<file path="src/rtl/turn_score_ctrl.sv">
// Shot/turn rules engine: tracks pockets and cue contact per shot, scores, fouls and game end.
// Optional FOUL_PENALTY_EN: a foul costs the shooter 1 point and awards the opponent 1 point.
`timescale 1ns/1ps
module turn_score_ctrl #(
  parameter int NUM_BALLS      = 6,
  parameter int SCORE_W        = 4,
  parameter int SETTLE_FRAMES  = 8,
  parameter int TIMEOUT_FRAMES = 255
) (
  input  logic                 clk,
  input  logic                 resetN,
  input  logic                 startOfFrame,
  input  logic                 shot_fire,
  input  logic                 balls_moving,
  input  logic [NUM_BALLS:0]   ballhole_collide,
  input  logic [NUM_BALLS:0]   balls_collide,
  output logic                 shot_enable,
  output logic                 current_player,
  output logic [SCORE_W-1:0]   score_p0,
  output logic [SCORE_W-1:0]   score_p1,
  output logic                 foul,
  output logic                 cue_respawn,
  output logic                 game_over,
  output logic [1:0]           winner
);

  localparam int CNT_W = $clog2(NUM_BALLS + 1);
  localparam logic [SCORE_W-1:0] SCORE_MAX   = '1;
  localparam logic [7:0]         TIMEOUT_LIM = 8'(TIMEOUT_FRAMES);
  localparam logic [7:0]         SETTLE_LIM  = 8'(SETTLE_FRAMES);

  typedef enum logic [2:0] {
    ST_AIM,
    ST_SHOT,
    ST_SETTLE,
    ST_EVAL,
    ST_DONE
  } state_t;

  state_t                state_q;
  logic [NUM_BALLS:0]    pocket_mask_q;
  logic [NUM_BALLS:0]    pocket_mask_d;
  logic                  cue_contact_q;
  logic                  cue_contact_d;
  logic [NUM_BALLS:1]    total_pocketed_q;
  logic [NUM_BALLS:1]    total_pocketed_d;
  logic [7:0]            frame_cnt_q;
  logic [7:0]            frame_cnt_d;
  logic [7:0]            settle_cnt_q;
  logic [7:0]            settle_cnt_d;
  logic                  shot_enable_q;
  logic                  current_player_q;
  logic [SCORE_W-1:0]    score_p0_q;
  logic [SCORE_W-1:0]    score_p0_d;
  logic [SCORE_W-1:0]    score_p1_q;
  logic [SCORE_W-1:0]    score_p1_d;
  logic                  foul_q;
  logic                  cue_respawn_q;
  logic                  game_over_q;
  logic [1:0]            winner_q;
  logic [1:0]            winner_d;

  logic [CNT_W-1:0]      pot_cnt;
  logic                  foul_f;
  logic                  timeout_hit;
  logic                  all_pocketed;
  logic [SCORE_W-1:0]    cur_score;
  logic [SCORE_W-1:0]    opp_score;
  logic [SCORE_W:0]      cur_sum;
  logic [SCORE_W-1:0]    cur_sat;
  logic [SCORE_W-1:0]    cur_new;
  logic [SCORE_W-1:0]    opp_new;

  // Accumulation terms; the same-cycle pulse is folded in even when the state changes.
  always_comb begin
    pocket_mask_d = pocket_mask_q | ballhole_collide;
    cue_contact_d = cue_contact_q | (balls_collide[0] & (|balls_collide[NUM_BALLS:1]));
    frame_cnt_d   = frame_cnt_q + 8'd1;
    settle_cnt_d  = settle_cnt_q + 8'd1;
    timeout_hit   = startOfFrame && (frame_cnt_d == TIMEOUT_LIM);
  end

  always_comb begin
    pot_cnt = '0;
    for (int i = 1; i <= NUM_BALLS; i++) begin
      pot_cnt = pot_cnt + CNT_W'(pocket_mask_q[i]);
    end
  end

  // Evaluation of the finished shot, consumed only in ST_EVAL.
  always_comb begin
    foul_f           = pocket_mask_q[0] | ~cue_contact_q;
    total_pocketed_d = total_pocketed_q | pocket_mask_q[NUM_BALLS:1];
    all_pocketed     = &total_pocketed_d;
    cur_score        = current_player_q ? score_p1_q : score_p0_q;
    opp_score        = current_player_q ? score_p0_q : score_p1_q;
    cur_sum          = {1'b0, cur_score} + (SCORE_W + 1)'(pot_cnt);
    cur_sat          = cur_sum[SCORE_W] ? SCORE_MAX : cur_sum[SCORE_W-1:0];
`ifdef FOUL_PENALTY_EN
    if (foul_f) begin
      cur_new = (cur_sat == '0) ? '0 : cur_sat - 1'b1;
      opp_new = (opp_score == SCORE_MAX) ? SCORE_MAX : opp_score + 1'b1;
    end else begin
      cur_new = cur_sat;
      opp_new = opp_score;
    end
`else
    cur_new = cur_sat;
    opp_new = opp_score;
`endif
    score_p0_d = current_player_q ? opp_new : cur_new;
    score_p1_d = current_player_q ? cur_new : opp_new;
    if (score_p0_d > score_p1_d) begin
      winner_d = 2'b01;
    end else if (score_p1_d > score_p0_d) begin
      winner_d = 2'b10;
    end else begin
      winner_d = 2'b11;
    end
  end

  always_ff @(posedge clk) begin
    if (resetN) begin
      state_q          <= ST_AIM;
      pocket_mask_q    <= '0;
      cue_contact_q    <= 1'b0;
      total_pocketed_q <= '0;
      frame_cnt_q      <= '0;
      settle_cnt_q     <= '0;
      shot_enable_q    <= 1'b1;
      current_player_q <= 1'b0;
      score_p0_q       <= '0;
      score_p1_q       <= '0;
      foul_q           <= 1'b0;
      cue_respawn_q    <= 1'b0;
      game_over_q      <= 1'b0;
      winner_q         <= 2'b00;
    end else begin
      foul_q        <= 1'b0;
      cue_respawn_q <= 1'b0;
      unique case (state_q)
        ST_AIM: begin
          if (shot_fire) begin
            state_q       <= ST_SHOT;
            shot_enable_q <= 1'b0;
            pocket_mask_q <= '0;
            cue_contact_q <= 1'b0;
            frame_cnt_q   <= '0;
            settle_cnt_q  <= '0;
          end
        end
        ST_SHOT: begin
          pocket_mask_q <= pocket_mask_d;
          cue_contact_q <= cue_contact_d;
          if (startOfFrame) begin
            frame_cnt_q <= frame_cnt_d;
            if (timeout_hit) begin
              state_q <= ST_EVAL;
            end else if (!balls_moving) begin
              settle_cnt_q <= 8'd1;
              state_q      <= (SETTLE_LIM <= 8'd1) ? ST_EVAL : ST_SETTLE;
            end
          end
        end
        ST_SETTLE: begin
          pocket_mask_q <= pocket_mask_d;
          cue_contact_q <= cue_contact_d;
          if (startOfFrame) begin
            frame_cnt_q <= frame_cnt_d;
          end
          // Any motion restarts the settle window, but the shot timeout keeps running.
          if (timeout_hit) begin
            state_q <= ST_EVAL;
          end else if (balls_moving) begin
            state_q      <= ST_SHOT;
            settle_cnt_q <= '0;
          end else if (startOfFrame) begin
            settle_cnt_q <= settle_cnt_d;
            if (settle_cnt_d == SETTLE_LIM) begin
              state_q <= ST_EVAL;
            end
          end
        end
        ST_EVAL: begin
          score_p0_q       <= score_p0_d;
          score_p1_q       <= score_p1_d;
          foul_q           <= foul_f;
          cue_respawn_q    <= pocket_mask_q[0];
          total_pocketed_q <= total_pocketed_d;
          if (foul_f || (pot_cnt == '0)) begin
            current_player_q <= ~current_player_q;
          end
          if (all_pocketed) begin
            state_q     <= ST_DONE;
            game_over_q <= 1'b1;
            winner_q    <= winner_d;
          end else begin
            state_q       <= ST_AIM;
            shot_enable_q <= 1'b1;
          end
        end
        ST_DONE: begin
          game_over_q   <= 1'b1;
          shot_enable_q <= 1'b0;
        end
        default: begin
          state_q <= ST_AIM;
        end
      endcase
    end
  end

  assign shot_enable    = shot_enable_q;
  assign current_player = current_player_q;
  assign score_p0       = score_p0_q;
  assign score_p1       = score_p1_q;
  assign foul           = foul_q;
  assign cue_respawn    = cue_respawn_q;
  assign game_over      = game_over_q;
  assign winner         = winner_q;

endmodule

</file>
<file path="config.mk">
export PLATFORM = sky130hd
export DESIGN_NAME = turn_score_ctrl
export DESIGN_NICKNAME = d
export VERILOG_FILES = /design/src/rtl/turn_score_ctrl.sv
export SDC_FILE = /design/constraint.sdc
export NUM_CORES = 1
export LEC_CHECK = 0
export ABC_AREA = 0
export CORE_ASPECT_RATIO = 2
export CORE_MARGIN = 1
export CORE_UTILIZATION = 55
export CTS_CLUSTER_SIZE = 40
export DETAILED_ROUTE_END_ITERATION = 10
export DONT_BUFFER_PORTS = 1
export PLACE_DENSITY_LB_ADDON = 0.08
export SYNTH_ARGS = -nofsm -noshare
export SYNTH_HDL_FRONTEND = slang
export SYNTH_SLANG_ARGS = --single-unit
export TNS_END_PERCENT = 30
</file>
<file path="constraint.sdc">
create_clock -name clk -period 11.3 [get_ports clk]
set_clock_uncertainty 0.05 [all_clocks]
set_input_delay 1.13 -clock clk [delete_from_list [all_inputs] [get_ports clk]]
set_output_delay 1.13 -clock clk [all_outputs]
set_load 0.02 [all_outputs]
</file>
* Word-level counts from Yosys, hierarchy flattened
Cells that the tools add are included.
Operators by class: reduce and logical (&&, ||, !) cells 20, mux-type cells 35, equality and inequality tests 18, magnitude comparators 2, add/sub/neg operators 8, bitwise operators 9
Operators by type and width (count):
- 2-to-1 mux 8 bit | 8
- 2-to-1 mux 3 bit | 9
- one-hot mux 8 bit (3 select lines) | 1
- 2-to-1 mux 4 bit | 5
- adder 8 x 1 -> 8 bit (second input constant) | 2
- one-hot mux 8 bit (2 select lines) | 1
- one-hot mux 3 bit (5 select lines) | 1
- inequality test 2 bit (second input constant) | 7
- one-hot mux 7 bit (2 select lines) | 1
- AND reduction 7 bit | 2
- AND reduction 6 bit | 2
- adder 3 x 1 -> 3 bit | 3
- equality test 8 x 4 -> 1 bit (second input constant) | 1
- equality test 8 bit (second input constant) | 1
- > comparator 4 bit | 2
- inequality test 4 bit (second input constant) | 2
- 2-to-1 mux 7 bit | 1
- bitwise OR 7 bit | 1
- equality test 3 x 2 -> 1 bit (second input constant) | 2
- zero test 3 bit | 2
- inequality test 3 bit (second input constant) | 2
- bitwise OR 6 bit | 1
- AND reduction 2 bit | 3
- AND reduction 3 bit | 2
- 19 further kinds | 30
Word-level totals: output and inout bits 15, register bits 48, input bits 19

* Logic depth before layout (Yosys ltp)
depth after elaboration 11, mapped depth 19

* Least setup slack after synthesis
OpenSTA, ideal clock, no wires.
kind register -> register, start reg pocket_mask_q[1], end reg winner_q[0] (netlist: winner[0]), setup time 128 ps, path slack 7106 ps, stages on the path, launching flop included 19, data arrival time 4016 ps, cells stage by stage dfxtp_1 -> fa_1 -> inv_1 -> fa_1 -> inv_1 -> ha_1 -> inv_1 -> fa_1 -> inv_1 -> fa_1 -> or4_1 -> a21oi_1 -> a21oi_1 -> ha_1 -> nand3_1 -> o22ai_1 -> nor2_1 -> o22ai_1 -> nor2_1
On the way: cells in the longest elaborated chain, start to end 11, elaborated cells on any way between the ends 15, classes of those cells add/sub (6); order compare (2); mux (5); bitwise (1); reduce/logical (1)
RTL lines:
- from (decl) | line 41 | logic [NUM_BALLS:0] pocket_mask_q;
- from (signal assigned) | line 153 | pocket_mask_q <= pocket_mask_d;
- from (signal assigned) | line 166 | pocket_mask_q <= pocket_mask_d;
- adder 1 x 1 -> 2 bit (*) | line 86 | pot_cnt = pot_cnt + CNT_W'(pocket_mask_q[i]);
- adder 2 x 1 -> 3 bit (*) | line 86
- adder 3 x 1 -> 3 bit (*) (3 in a row) | line 86
- adder 4 x 3 -> 5 bit (*) | line 97 | cur_sum = {1'b0, cur_score} + (SCORE_W + 1)'(pot_cnt);
- 2-to-1 mux 4 bit (*) | line 98 | cur_sat = cur_sum[SCORE_W] ? SCORE_MAX : cur_sum[SCORE_W-1:0];
- 2-to-1 mux 4 bit (*) | line 112 | score_p1_d = current_player_q ? cur_new : opp_new;
- named net score_p1_d[3] | line 56 | logic [SCORE_W-1:0] score_p1_d;
- > comparator 4 bit | line 115 | end else if (score_p1_d > score_p0_d) begin
- 2-to-1 mux 1 bit | line 115
- 2-to-1 mux 2 bit (*) | line 113 | if (score_p0_d > score_p1_d) begin
- to (signal assigned) | line 196 | winner_q <= winner_d;
- to (decl) | line 60 | logic [1:0] winner_q;
Mark *: on every way through the listed nets, which the timed path passes. The rest lies on a longest branch. A chain may end at the register's enable or synchronous reset.

* Worst setup path after layout
start reg pocket_mask_q[1], end reg winner_q[1] (netlist: winner[1])
On the way: cells in the longest elaborated chain, start to end 10, elaborated cells on any way between the ends 13, classes of those cells add/sub (6); order compare (1); mux (4); bitwise (1); reduce/logical (1)
RTL lines (line):
- adder 1 x 1 -> 2 bit | 86
- adder 2 x 1 -> 3 bit | 86
- adder 3 x 1 -> 3 bit (3 in a row) | 86
- adder 4 x 3 -> 5 bit | 97
- 2-to-1 mux 4 bit | 98
- 2-to-1 mux 4 bit | 112
- named net score_p1_d[3] | 56
- > comparator 4 bit | 113
- 2-to-1 mux 2 bit | 113
The timed path passes the listed nets, and every way through them passes these cells.

==> impl_metrics.yaml <==
routing:
  viasPerCell: 6.08
  vias: 2352
  drcViolationCount: 0
  drt_pre_antenna_iters: 5
  antenna_left: 0
  drtIter0Drc: 34
  drt-total-wl_um: 6030
  wl_per_cell_um: 15.6
synthesis:
  synth-seq-cells: 48
  synth_common_cells: "a21oi_1, dfxtp_1, nor2_1"
  syn_nets: 371
  synth_area_um2: 2710
  synth.area.top_cells: "dfxtp_1, a21oi_1, nor2_1"
  synth_seq_area_share: 0.354
  async_flop_share: 0
  yosysMostFrequentCell: "a21oi_1"
  synthFlopType: "dfxtp_1"
  syn_area_per_cell_um2: 8.05
  synth_largest_area_cell: "dfxtp_1"
  ys_warn_count: 0
  yosysTopAreaCellShare: 0.354
  syn_inst: 337
  yosys.cell_types.count: 59
  synth_edf_count: 0
timing:
  period_share: 0.392
  fmax_mhz: 225
  hold_viol: 0
  setup-violations-final: 0
  rsz0062_at_grt: "no"
  whs_ps: 425
  relSlewSlack: 0.235
  period_minus_slack_ps: 4430
  tightest_slew_ps: 1140
  maxSlewViolCount: 0
  tns_ps: 0
global_route:
  grt_overflow: 0
  track_usage: 0.252
  antenna_found_initial: 0
  grt_pass1_wl_um: 10000
  grt_max_degree: 48
  grt_pass1_vias: 2221
placement:
  gp_congestion: 0.783
  dp_hpwl_um: 4370
  port_buffers: 0
worst_hold_path:
  hold_class: "register to register"
clock_network:
  cts-resized-gates: 0
  h-tree-depth: 2
  cts_buffers: 5
  path_clk_slew_ps: 90
  clkLatencyLatePin_ps: 310
  clock_path_buffers: 2
  clock-sinks: 48
  cts_root_buf: "clkbuf_8"
  cts_setup_buffers: 0
  cts_tree: "done"
  cts_hold_buf: 0
pwr:
  vdd_drop_max_uv: 110
  power.density_nw_per_um2: 187
  p_leak_nw: 1.02
run_status:
  status: "finished clean"
layout:
  fin_nets: 365
  num_antenna_cells: 0
  drive_above_1_share: 0.0813
  syn_to_final_growth_pct: 4.66
  nFillCells: 452
die:
  core_um2: 4690
  die_area_um2: 5230
  fp.dieW_um: 51.7
  initial_utilization: 0.579
  rows: 35
  num_io_pins: 34
  dieHeight_um: 101
setup_path:
  endpoint_kind: "register"
  r2r_setup_slack_ps: 6870
  path_max_fanout: 4
  startpoint_type: "register"
  cp.required_ps: 11470
  path_class: "register to register"
  cp.arrival_ps: 4600
job:
  max_cap_viol_count: 0
final timing paths:
check	from	to	cells after the start
setup / recovery	pocket_mask_q[1]	winner[1]	17
hold / removal	cue_contact_q	cue_contact_q	2
setup reg to reg	pocket_mask_q[1]	winner[1]	17
hold reg to reg	cue_contact_q	cue_contact_q	2
critical path, cell delays in order, from the launching register on:
cell,delay [ps]
dfxtp_1,360
fa_1,550
inv_1,50
fa_1,430
inv_1,70
ha_1,140
inv_1,50
fa_1,470
inv_1,70
fa_1,470
or4_1,510
a21oi_1,180
a21oi_1,110
ha_1,310
nand3_1,100
o22ai_1,130
nor2_1,70
a211oi_1,220
where the power goes:
group,internal (mW),switching [mW],total (mW)
clock network,0.0667,0.0619,0.129
registers,0.183,0.0257,0.209
logic,0.0812,0.112,0.193
stage by stage:
stage	worst slack, ps	utilization	instances	power (mW)	area, um^2
after detailed placement	6880	0.581	379	0.404	2720
after CTS	6860	0.606	387	0.535	2840
after global routing	6550	0.606	387	0.574	2840
after global placement	7000	0.581	379	0.402	2720
final	6870	0.606	387	0.531	2840
after floorplan	7110	-	337	0.368	2710
final cells by class:
class	count	area, um^2	area share
clock inverter	3	47.5	0.0167
sequential	48	961	0.338
clock buffer	5	68.8	0.0242
timing repair buffer	1	7.51	0.00264
inverter	19	71.3	0.0251
multi-input combinational	256	1610	0.569
tap	55	68.8	0.0242
sequential cells by signal, summed over array words and instances (netlist names), 2 cells and up:
signal,count
frame_cnt_q,8
pocket_mask_q,7
score_p0,4
score_p1,4
settle_cnt_q,8
state_q,3
total_pocketed_q,6
winner,2
placed cells by master (no fill, tap or decap), types with 3 or more instances in the layout:
master and n:
or2_2 3, mux2_2 7, o21ai_1 7, a21oi_1 49
o22ai_1 5, ha_1 11, a31oi_1 3, nand2_1 20
mux2i_1 5, nand2b_1 8, nor2b_1 4, or3_1 8
inv_1 19, nor3_1 8, o31ai_1 3, clkbuf_8 5
nor2_1 47, or4_1 4, fa_1 4, nand3_1 7
dfxtp_1 48, o21ai_0 9
routing by layer:
metal / part of all wire / GRT usage
met1: 0.39 / 0.251
met4: 0.031 / 0.125
met5: 0 / 0
met3: 0.033 / 0.0405
met2: 0.55 / 0.479
cell families (layout without fill, tap and decap cells):
logic type / Yosys count / after routing / synth area share
xor gates and xnor gates: 2 / 2 / 0.00646
AOI/OAI and AO/OA: 99 / 99 / 0.220
and+or+nand+nor: 128 / 128 / 0.240
adders and majority gates: 15 / 15 / 0.0803
DFF: 48 / 48 / 0.354
buffers and inverters: 33 / 28 / 0.0507
muxes: 12 / 12 / 0.0475
(Power assumes the default switching activity.)
